===== config.mk =====
export PLATFORM = sky130hd
export DESIGN_NAME = alu_share_arbiter
export DESIGN_NICKNAME = d
export VERILOG_FILES = /design/src/rtl/alu_share_arbiter.sv
export SDC_FILE = /design/constraint.sdc
export NUM_CORES = 1
export LEC_CHECK = 0
export BUFFER_PORTS_ARGS = -buffer_cell sky130_fd_sc_hd__buf_2
export CAP_MARGIN = 25
export CELL_PAD_IN_SITES_DETAIL_PLACEMENT = 1
export CELL_PAD_IN_SITES_GLOBAL_PLACEMENT = 1
export CORE_AREA = 2 2 85 87
export CTS_BUF_LIST = sky130_fd_sc_hd__clkbuf_16
export DETAILED_ROUTE_END_ITERATION = 16
export DIE_AREA = 0 0 87 89
export PLACE_DENSITY = 0.7
export SYNTH_ARGS = -nofsm -noshare
export SYNTH_HDL_FRONTEND = slang
export SYNTH_SLANG_ARGS = --single-unit

===== constraint.sdc =====
create_clock -name CLK -period 1.5 [get_ports CLK]
set_input_delay 0 -clock CLK [delete_from_list [all_inputs] [get_ports CLK]]
set_output_delay 0 -clock CLK [all_outputs]
set_load 0.02 [all_outputs]

===== src/rtl/alu_share_arbiter.sv =====
// alu_share_arbiter: round-robin sharing of one ALU between two requesters, with lock and per-requester ov context
module alu_share_arbiter #(
  parameter int W = 8,
  parameter int OPW = 5,
  parameter int MAX_OP = 19
) (
  input  logic           CLK,
  input  logic           reset_n,
  input  logic           req0_valid,
  output logic           req0_ready,
  input  logic [OPW-1:0] req0_op,
  input  logic [W-1:0]   req0_a,
  input  logic [W-1:0]   req0_b,
  input  logic           req0_lock,
  input  logic           req1_valid,
  output logic           req1_ready,
  input  logic [OPW-1:0] req1_op,
  input  logic [W-1:0]   req1_a,
  input  logic [W-1:0]   req1_b,
  input  logic           req1_lock,
  output logic [OPW-1:0] alu_op,
  output logic [W-1:0]   alu_a,
  output logic [W-1:0]   alu_b,
  output logic           alu_ov_in,
  input  logic [W-1:0]   alu_result,
  input  logic           alu_ov_out,
  output logic           rsp_valid,
  input  logic           rsp_ready,
  output logic           rsp_id,
  output logic [W-1:0]   rsp_data,
  output logic           rsp_ov,
  output logic           rsp_err
);
  localparam logic [OPW-1:0] kNop = OPW'(9);
  localparam logic [OPW-1:0] kMaxOp = OPW'(MAX_OP);
  typedef enum logic [1:0] {IDLE, EXEC, RESP} state_t;
  state_t state, stateNext;
  logic [OPW-1:0] issOp, selOp;
  logic [W-1:0] issA, issB, rspData;
  logic issId, issErr, rspOv, lastGrant, lockValid, lockOwner;
  logic elig0, elig1, win1, grant;
  logic [1:0] ov;
  always_comb begin
    elig0 = req0_valid && (!lockValid || !lockOwner);
    elig1 = req1_valid && (!lockValid || lockOwner);
    win1 = elig1 && (!elig0 || !lastGrant);
    grant = (state == IDLE) && (elig0 || elig1);
    req0_ready = grant && !win1;
    req1_ready = grant && win1;
    selOp = win1 ? req1_op : req0_op;
    alu_op = (state == EXEC && !issErr) ? issOp : kNop;
    alu_a = (state == EXEC) ? issA : '0;
    alu_b = (state == EXEC) ? issB : '0;
    alu_ov_in = (state == EXEC) && ov[issId];
    stateNext = (state == IDLE) ? (grant ? EXEC : IDLE) :
                (state == EXEC) ? RESP : (rsp_ready ? IDLE : RESP);
  end
  assign rsp_valid = (state == RESP);
  assign rsp_id = rsp_valid && issId;
  assign rsp_data = rsp_valid ? rspData : '0;
  assign rsp_ov = rsp_valid && rspOv;
  assign rsp_err = rsp_valid && issErr;
  always_ff @(posedge CLK or negedge reset_n) begin
    if (!reset_n) begin
      state <= IDLE;
      issOp <= kNop;
      issA <= '0;
      issB <= '0;
      issId <= 1'b0;
      issErr <= 1'b0;
      rspData <= '0;
      rspOv <= 1'b0;
      ov <= 2'b00;
      lastGrant <= 1'b1;
      lockValid <= 1'b0;
      lockOwner <= 1'b0;
    end else begin
      state <= stateNext;
      if (grant) begin
        issOp <= selOp;
        issA <= win1 ? req1_a : req0_a;
        issB <= win1 ? req1_b : req0_b;
        issId <= win1;
        issErr <= selOp > kMaxOp;
        lastGrant <= win1;
        lockValid <= win1 ? req1_lock : req0_lock;
        lockOwner <= win1;
      end
      // an illegal op leaves its requester's ov context untouched
      if (state == EXEC) begin
        rspData <= issErr ? '0 : alu_result;
        rspOv <= issErr ? ov[issId] : alu_ov_out;
        if (!issErr) ov[issId] <= alu_ov_out;
      end
    end
  end
endmodule

* After elaboration in Yosys (flattened, before gate mapping)
Index checks and enable logic that the tools add are counted.
** Word-level totals
- Input bits :: 58
- Memories kept :: 0
- Latch bits :: 0
- Memory bits (read-only) :: 0
- Output and inout port bits :: 36
- Bits in writable memories :: 0
- Bits in registers :: 38
** Operators by class
- $lt $le $gt $ge :: 3
- $add $sub $neg :: 0
- Shift operators :: 0
- Multiply operators :: 0
- Divide/modulo/power cells :: 0
- Equal/unequal tests :: 2
- Reduce and logical (&&, ||, !) cells :: 24
- Bitwise logic cells :: 1
- Multiplexer cells :: 19
** Operators by type and width (number)
- $mux W8 :: 6
- $logic_and A1 B1 Y1 :: 12
- $mux W5 :: 2
- $logic_not A1 Y1 :: 6
- $mux W1 :: 6
- $mux W2 :: 3
- $gt A5 B5 Y1 const B :: 1
- $logic_or A1 B1 Y1 :: 4
- $bwmux W2 :: 1
- $eq A2 B1 Y1 const B :: 1
- $eq A2 B2 Y1 const B :: 1
- $logic_not A2 Y1 :: 1
- $lt A1 B2 Y1 const B :: 1
- $reduce_and A2 Y1 :: 1
- $demux W1 S1 :: 1
- $ge A1 B1 Y1 const B :: 1
- $not A1 Y1 :: 1

* Longest topological paths before layout
Gate-level depths: netlist (run 1).
- Depth in word-level cells :: 8
- Mapped depth :: 7
- Gate-level depth less buffers :: 5

* Worst setup path before layout (run 1)
OpenSTA, ideal clock, no wires.
- Kind :: flip-flop to flip-flop
- Start :: register state[1]
- End :: register issA[4]
- Data arrival time :: 1.438 ns
- Stages on the path, launching flop included :: 7
- Data required time :: 1.369 ns
- Library setup time :: 0.131 ns
- Buffers on the path :: 2
- Path slack :: -0.069 ns
- Path through :: dfrtp_1 -> or2_4 -> a211o_1 -> buf_6 -> buf_6 -> a22oi_2 -> o21ai_1
** Between the ends
- Longest elaborated chain between the ends :: 2
** Ends and longest elaborated chain
- from (decl) :: line 37 : state_t state, stateNext;
- from (signal assigned) :: line 78 : state <= stateNext;
- $logic_not A2 Y1 :: line 47 : grant = (state == IDLE) && (elig0 || elig1);
- $logic_and A1 B1 Y1 :: line 47
- to (signal assigned) :: line 81 : issA <= win1 ? req1_a : req0_a;
- to (decl) :: line 39 : logic [W-1:0] issA, issB, rspData;
No other way between the ends.
A chain may end at the register's enable or synchronous reset.

* Final worst setup path (run 1)
- Start :: register lockValid
- End :: output port req0_ready
** Between the ends
- Longest elaborated chain between the ends :: 8
- Elaborated cells between the ends (all ways) :: 12
** Ends and longest elaborated chain
- from (decl) :: line 40 : logic issId, issErr, rspOv, lastGrant, lockValid, lockOwner;
- from (signal assigned) :: line 86 : lockValid <= win1 ? req1_lock : req0_lock;
- $logic_not A1 Y1 (*) :: line 44, 45
- $logic_or A1 B1 Y1 :: line 44 : elig0 = req0_valid && (!lockValid || !lockOwner);
- $logic_and A1 B1 Y1 :: line 44
- $logic_not A1 Y1 :: line 46 : win1 = elig1 && (!elig0 || !lastGrant);
- $logic_or A1 B1 Y1 :: line 46
- $logic_and A1 B1 Y1 :: line 46
- $logic_not A1 Y1 :: line 48 : req0_ready = grant && !win1;
- $logic_and A1 B1 Y1 (*) :: line 48
- to (decl) :: line 10 : output logic req0_ready,
Mark *: on every way between the ends. The rest lies on a longest branch, timed or not.

==> results of run 1 <==
==> critical path: stages (launching register included) <==
cell and delay [ps]:
dfrtp_1 390, and3b_2 240, or3_4 410, buf_6 130, and2_4 130, buf_6 120
==> metal layers <==
layer	vias to the layer above	routed length [µm]	part of all wire, %	track usage, %
met1	1110	3350	38	21.7
li1	1065	-	-	-
met2	93	4830	55	38.9
met3	17	489	5.5	5.26
met4	0	179	2.0	7.67
met5	-	0	0	0
==> layout make-up <==
cell class                 count  area [µm²]  area share, %
clock buffer                   5         125           3.17
multi-input combinational    152        1110           28.1
clock inverter                 2        33.8          0.857
sequential                    38         955           24.2
inverter                       2        7.51          0.190
timing repair buffer         188        1610           40.9
tap                           80         100           2.54
==> cell families (layout without fill, tap and decap cells) <==
kind of cell,count (synthesis),in the layout
and+or+nand+nor,97,97
AOI/OAI and AO/OA,49,49
DFF,38,38
buffers and inverters,18,197
muxes,6,6
==> through the flow <==
stage          worst slack (ps)  setup TNS [ps]  area [µm²]  hold WS, ps  cells
2_1_floorplan             -1.21           -7.26        2040         -296    208
3_3_place_gp              -68.7            -678        2710        -20.7    389
5_1_grt                    -252           -8030        3940         65.1    467
6_report                   -204           -5660        3940         13.2    467
4_1_cts                    -155           -3120        3660         23.0    462
3_5_place_dp               -158           -2210        2710        -16.6    389
==> sequential cells by signal (all words and copies together) (netlist names) <==
| register | cells |
|---|---|
| ov | 2 |
| rspData | 8 |
| lockValid | 1 |
| issB | 8 |
| issErr | 1 |
| rspOv | 1 |
| lastGrant | 1 |
| state | 2 |
| issA | 8 |
| issOp | 5 |
| lockOwner | 1 |
==> layout by cell type (no fill, tap or decap), drive strengths merged, types with 2 or more instances in the layout <==
cell / netlist / layout
a21o: 2 / 2
a22oi: 20 / 20
a32oi: 2 / 2
and2: 31 / 31
buf: 10 / 136
clkbuf: 6 / 6
dfrtp: 35 / 35
dfstp: 3 / 3
dlygate4sd3: 0 / 51
inv: 2 / 2
mux2: 2 / 2
mux2i: 4 / 4
nand2: 42 / 42
nand3b: 8 / 8
nor2: 3 / 3
nor2b: 2 / 2
nor3: 2 / 2
o21ai: 22 / 22
or3: 3 / 3
==> worst paths after layout <==
kind                            start          to  slack, ps  cells after the start
hold reg to reg              issOp[3]    issOp[3]        460                      2
setup / recovery            lockValid  req0_ready       -200                      5
max in group asynchronous     reset_n     issA[7]        740                      3
hold / removal             req1_op[3]    issOp[3]         10                      3
min in group asynchronous     reset_n     issB[5]        210                      2
setup reg to reg             state[1]     issA[0]       -180                      6
==> repair_timing <==
| action | CTS | global route |
|---|---|---|
| buffers inserted | 13 | 3 |
| hold buffers | 51 | 0 |
| gates resized for setup | 44 | 75 |
| endpoints found under the setup margin | 32 | 54 |
| endpoints found under the hold margin | 46 | 0 |
| pin swaps | 13 | 7 |
| cloned | 2 | 2 |
==> where the power goes <==
group          switching (µW)  internal, µW  leakage (µW)
combinational            2210          2550       0.00137
sequential                355          1570      0.000462
clock                     412           769     0.0000773
total                    2980          4880       0.00191
==> flow_summary.ini, run 1 <==
[outcome]
status = complete, but fails checks
failed_checks = negative setup slack

[worst_setup_path]
worst_setup_path_start_kind = flip-flop
cp_data_arrival_time_ps = 1700
critPathKind = flip-flop to primary output
required_ps = 1500
worstPathMaxFanout = 3
end_kind = primary output

[logic_synthesis]
synth_area_mm2 = 0.00204
synth_compound_area_share_pct = 19.0
synth_top_family_by_area = simple AND/OR/NAND/NOR gates
synth_edf_count = 0
synthXorXnorAreaFrac_pct = 0
synth_commonest_cells = nand2_1 (42), dfrtp_1 (35), and2_1 (31)
ys_seq_area_share_pct = 46.9
syn_nets = 266
muxShareOfSynthArea_pct = 3.07
syn_area_per_cell_um2 = 9.79
synthCells = 208
yosysMostFrequentCell = nand2_1
synth_simple_gate_area_share_pct = 25.7
synth_largest_area_cell = dfrtp_1
ys_seq_elements = 38
async_flop_share_pct = 100
ys.flop_type = dfrtp_1
synthAdderAreaFrac_pct = 0
ys_warn_count = 0
synth_area_leaders = dfrtp_1 (43%), and2_1 (9.5%), a22oi_2 (8.0%)
ys_types = 32
yosysTopAreaCellShare_pct = 43.0

[detailed_routing]
wl_mm = 8.85
drt-wirelength-per-cell_um = 19.0
dr.pass1.iters = 4
viasPerCell = 4.89
drt_iter0_drc = 32
antenna_left = 0
drc = 0
vias = 2285

[flow_run]
cap_violations = 0

[placement]
gp_congestion = 0.732
hpwl_mm = 4.64
io_buffers = 93

[floorplan]
core_area_mm2 = 0.00672
die_height_um = 89
die_area_mm2 = 0.00774
start_util_pct = 30.3
die_width_um = 87
row_count = 30
ioPinCount = 94

[timing]
clock_skew_ps = 6.82
postLayoutSetupSlackWorst_ps = -204
clock.fmax_mhz = 587
relSlewSlack_pct = 68.2
period_share_pct = 114
worstMarginPinSlew_ps = 477
slew_violations = 0
finalHoldViolCount = 0
setup_viol = 43
min_period_ps = 1700
rsz0062_at_grt = yes

[global_routing]
grt_pass1_vias = 2517
grt_overflow_total = 0
global_route.usage.total_pct = 20.5
grt_pass1_wl_mm = 12.1
grt_max_degree = 23
antenna_found_initial = 0

[clock_tree]
cts_tree = done
insertion_delay_ps = 280
clock_sinks = 38
htreeDepth = 2
cts_buffer_depth = 2
numCtsBuffers = 5
clockRootBuffer = clkbuf_16
path_clk_slew_ps = 60

[pwr]
p_leak_uw = 0.00191
power.total_uw = 7860
vdd_drop_max_mv = 0.978
cellPowerDensity_mw_per_mm2 = 1990

[final_layout]
fillCellCount = 726
areaGrowthSynthToFinish_pct = 93.6
n_antenna_cell = 0
drive_gt1_share_pct = 52.5
fin_nets = 445
final_util_pct = 58.7

[worst_hold_path]
hold_path.class = input pin to flip-flop
Power figures use the tool's default switching activity.
==> run 2, diff against run 1 <==
--- a/config.mk
+++ b/config.mk
@@ -9,10 +9,10 @@
 export CAP_MARGIN = 25
 export CELL_PAD_IN_SITES_DETAIL_PLACEMENT = 1
 export CELL_PAD_IN_SITES_GLOBAL_PLACEMENT = 1
-export CORE_AREA = 2 2 85 87
+export CORE_AREA = 2 2 65 113
 export CTS_BUF_LIST = sky130_fd_sc_hd__clkbuf_16
 export DETAILED_ROUTE_END_ITERATION = 16
-export DIE_AREA = 0 0 87 89
+export DIE_AREA = 0 0 67 115
 export PLACE_DENSITY = 0.7
 export SYNTH_ARGS = -nofsm -noshare
 export SYNTH_HDL_FRONTEND = slang
==> flow_summary.ini, run 2 (same netlist as run 1, synthesis figures left out) <==
[placement]
io_buffers = 93
dp.cells = 393
dpl_cell_area_mm2 = 0.00273
gp_congestion = 0.721
hpwl_mm = 4.66

[timing]
min_period_ps = 1650
setup_viol = 28
period_share_pct = 110
finalHoldViolCount = 0
rsz0062_at_grt = yes
slew_violations = 0
relSlewSlack_pct = 73.5
postLayoutSetupSlackWorst_ps = -154
setup_tns_ps = -2360
clock_skew_ps = 3.09
clock.fmax_mhz = 605
worstMarginPinSlew_ps = 398

[floorplan]
die_width_um = 67
ioPinCount = 94
die_area_mm2 = 0.00771
row_count = 40
die_height_um = 115
start_util_pct = 29.9
core_area_mm2 = 0.00681

[worst_hold_path]
hp-start = req1_op[3]
hold_path.class = input pin to flip-flop

[final_layout]
fin_nets = 440
areaGrowthSynthToFinish_pct = 89.3
final_cell_mix = buf_2 (70), dlygate4sd3_1 (51), nand2_1 (42)
reg_top3 = issA: 8 flops, issB: 8 flops, rspData: 8 flops
final_common_cell = buf_2
postLayoutCellArea_mm2 = 0.00385
stdcell_count = 467
n_antenna_cell = 0
drive_gt1_share_pct = 50.7

[worst_setup_path]
startpoint = lockValid
end_kind = primary output
critPathKind = flip-flop to primary output
worstReg2RegStart = lockValid
worstPathMaxFanout = 5
cp_data_arrival_time_ps = 1650
required_ps = 1500
worst_setup_path_start_kind = flip-flop

[global_routing]
grt_pass1_vias = 2402
global_route.usage.total_pct = 20.5
grt_max_degree = 29
grt_pass1_wl_mm = 11.7
grt_overflow_total = 0
antenna_found_initial = 0

[clock_tree]
htreeDepth = 2
insertion_delay_ps = 280
clock_sinks = 38
clockRootBuffer = clkbuf_16
cts_tree = done
cts_buffer_depth = 2
numCtsBuffers = 5
path_clk_slew_ps = 60

[pwr]
p_leak_uw = 0.00188
cellPowerDensity_mw_per_mm2 = 1910
power.total_uw = 7350
vdd_drop_max_mv = 0.800

[outcome]
failed_checks = negative setup slack
status = complete, but fails checks

[flow_run]
cap_violations = 0

[detailed_routing]
drc = 0
drt_iter0_drc = 54
antenna_left = 0
vias = 2236
wl_mm = 7.70
viasPerCell = 4.79
dr.pass1.iters = 4
drt-wirelength-per-cell_um = 16.5
==> run 2: metrics by stage <==
stage	hold WS (ps)	setup slack (ps)	utilization (%)
after floorplan	-296	-1.21	-
after detailed placement	-52.2	-91.6	40.0
after CTS	17.2	-171	53.6
after global routing	28.5	-223	56.6
final	25.1	-154	56.6
after global placement	-53.3	-55.2	40.0
==> run 2: path summary, 6_finish.rpt <==
check                                  end  slack, ps  depth (start not counted)
worst max-delay path            req1_ready       -150                          6
worst min-delay path              issOp[3]         30                          3
worst max register to register      issErr       -150                          6
worst min register to register  rspData[5]        460                          2
max in group asynchronous         issOp[3]        700                          3
min in group asynchronous          issA[4]        210                          2
==> run 2: layer usage <==
layer	vias to the layer above	share of wire, %	track usage [%]
met5	-	0	0
met1	1099	35	20.6
met2	68	60	39.8
met4	0	1.9	8.16
li1	1060	-	-
met3	9	3.8	3.42
==> run 2: area by class of cell <==
type | instances | area [µm²]
Tap cell | 84 | 105
Clock buffer | 5 | 125
Timing Repair Buffer | 183 | 1530
Fill cell | 762 | 2950
Sequential cell | 38 | 955
Inverter | 2 | 7.51
Multi-Input combinational cell | 152 | 1090
Clock inverter | 3 | 40.0
==> run 2: critical path, cell delays in order (launching register included) <==
cell     delay (ps)
dfrtp_1         390
and3b_2         240
buf_6           120
nor4_4          240
buf_4           170
buf_12          120
buf_8           110
==> run 2: timing repair <==
item                       4_1_cts  5_1_grt
cloned                           1        2
hold endpoints to repair        47        0
hold buffers                    51        0
pin swaps                        8       12
setup endpoints to repair       37       49
resized for setup               43       61
buffers inserted                10        3
==> run 2: report_power, final <==
| group | leakage, µW | switching, µW | internal, µW |
|---|---|---|---|
| Sequential | 0.000462 | 357 | 1570 |
| Clock | 0.0000836 | 400 | 777 |
| Combinational | 0.00133 | 1970 | 2280 |
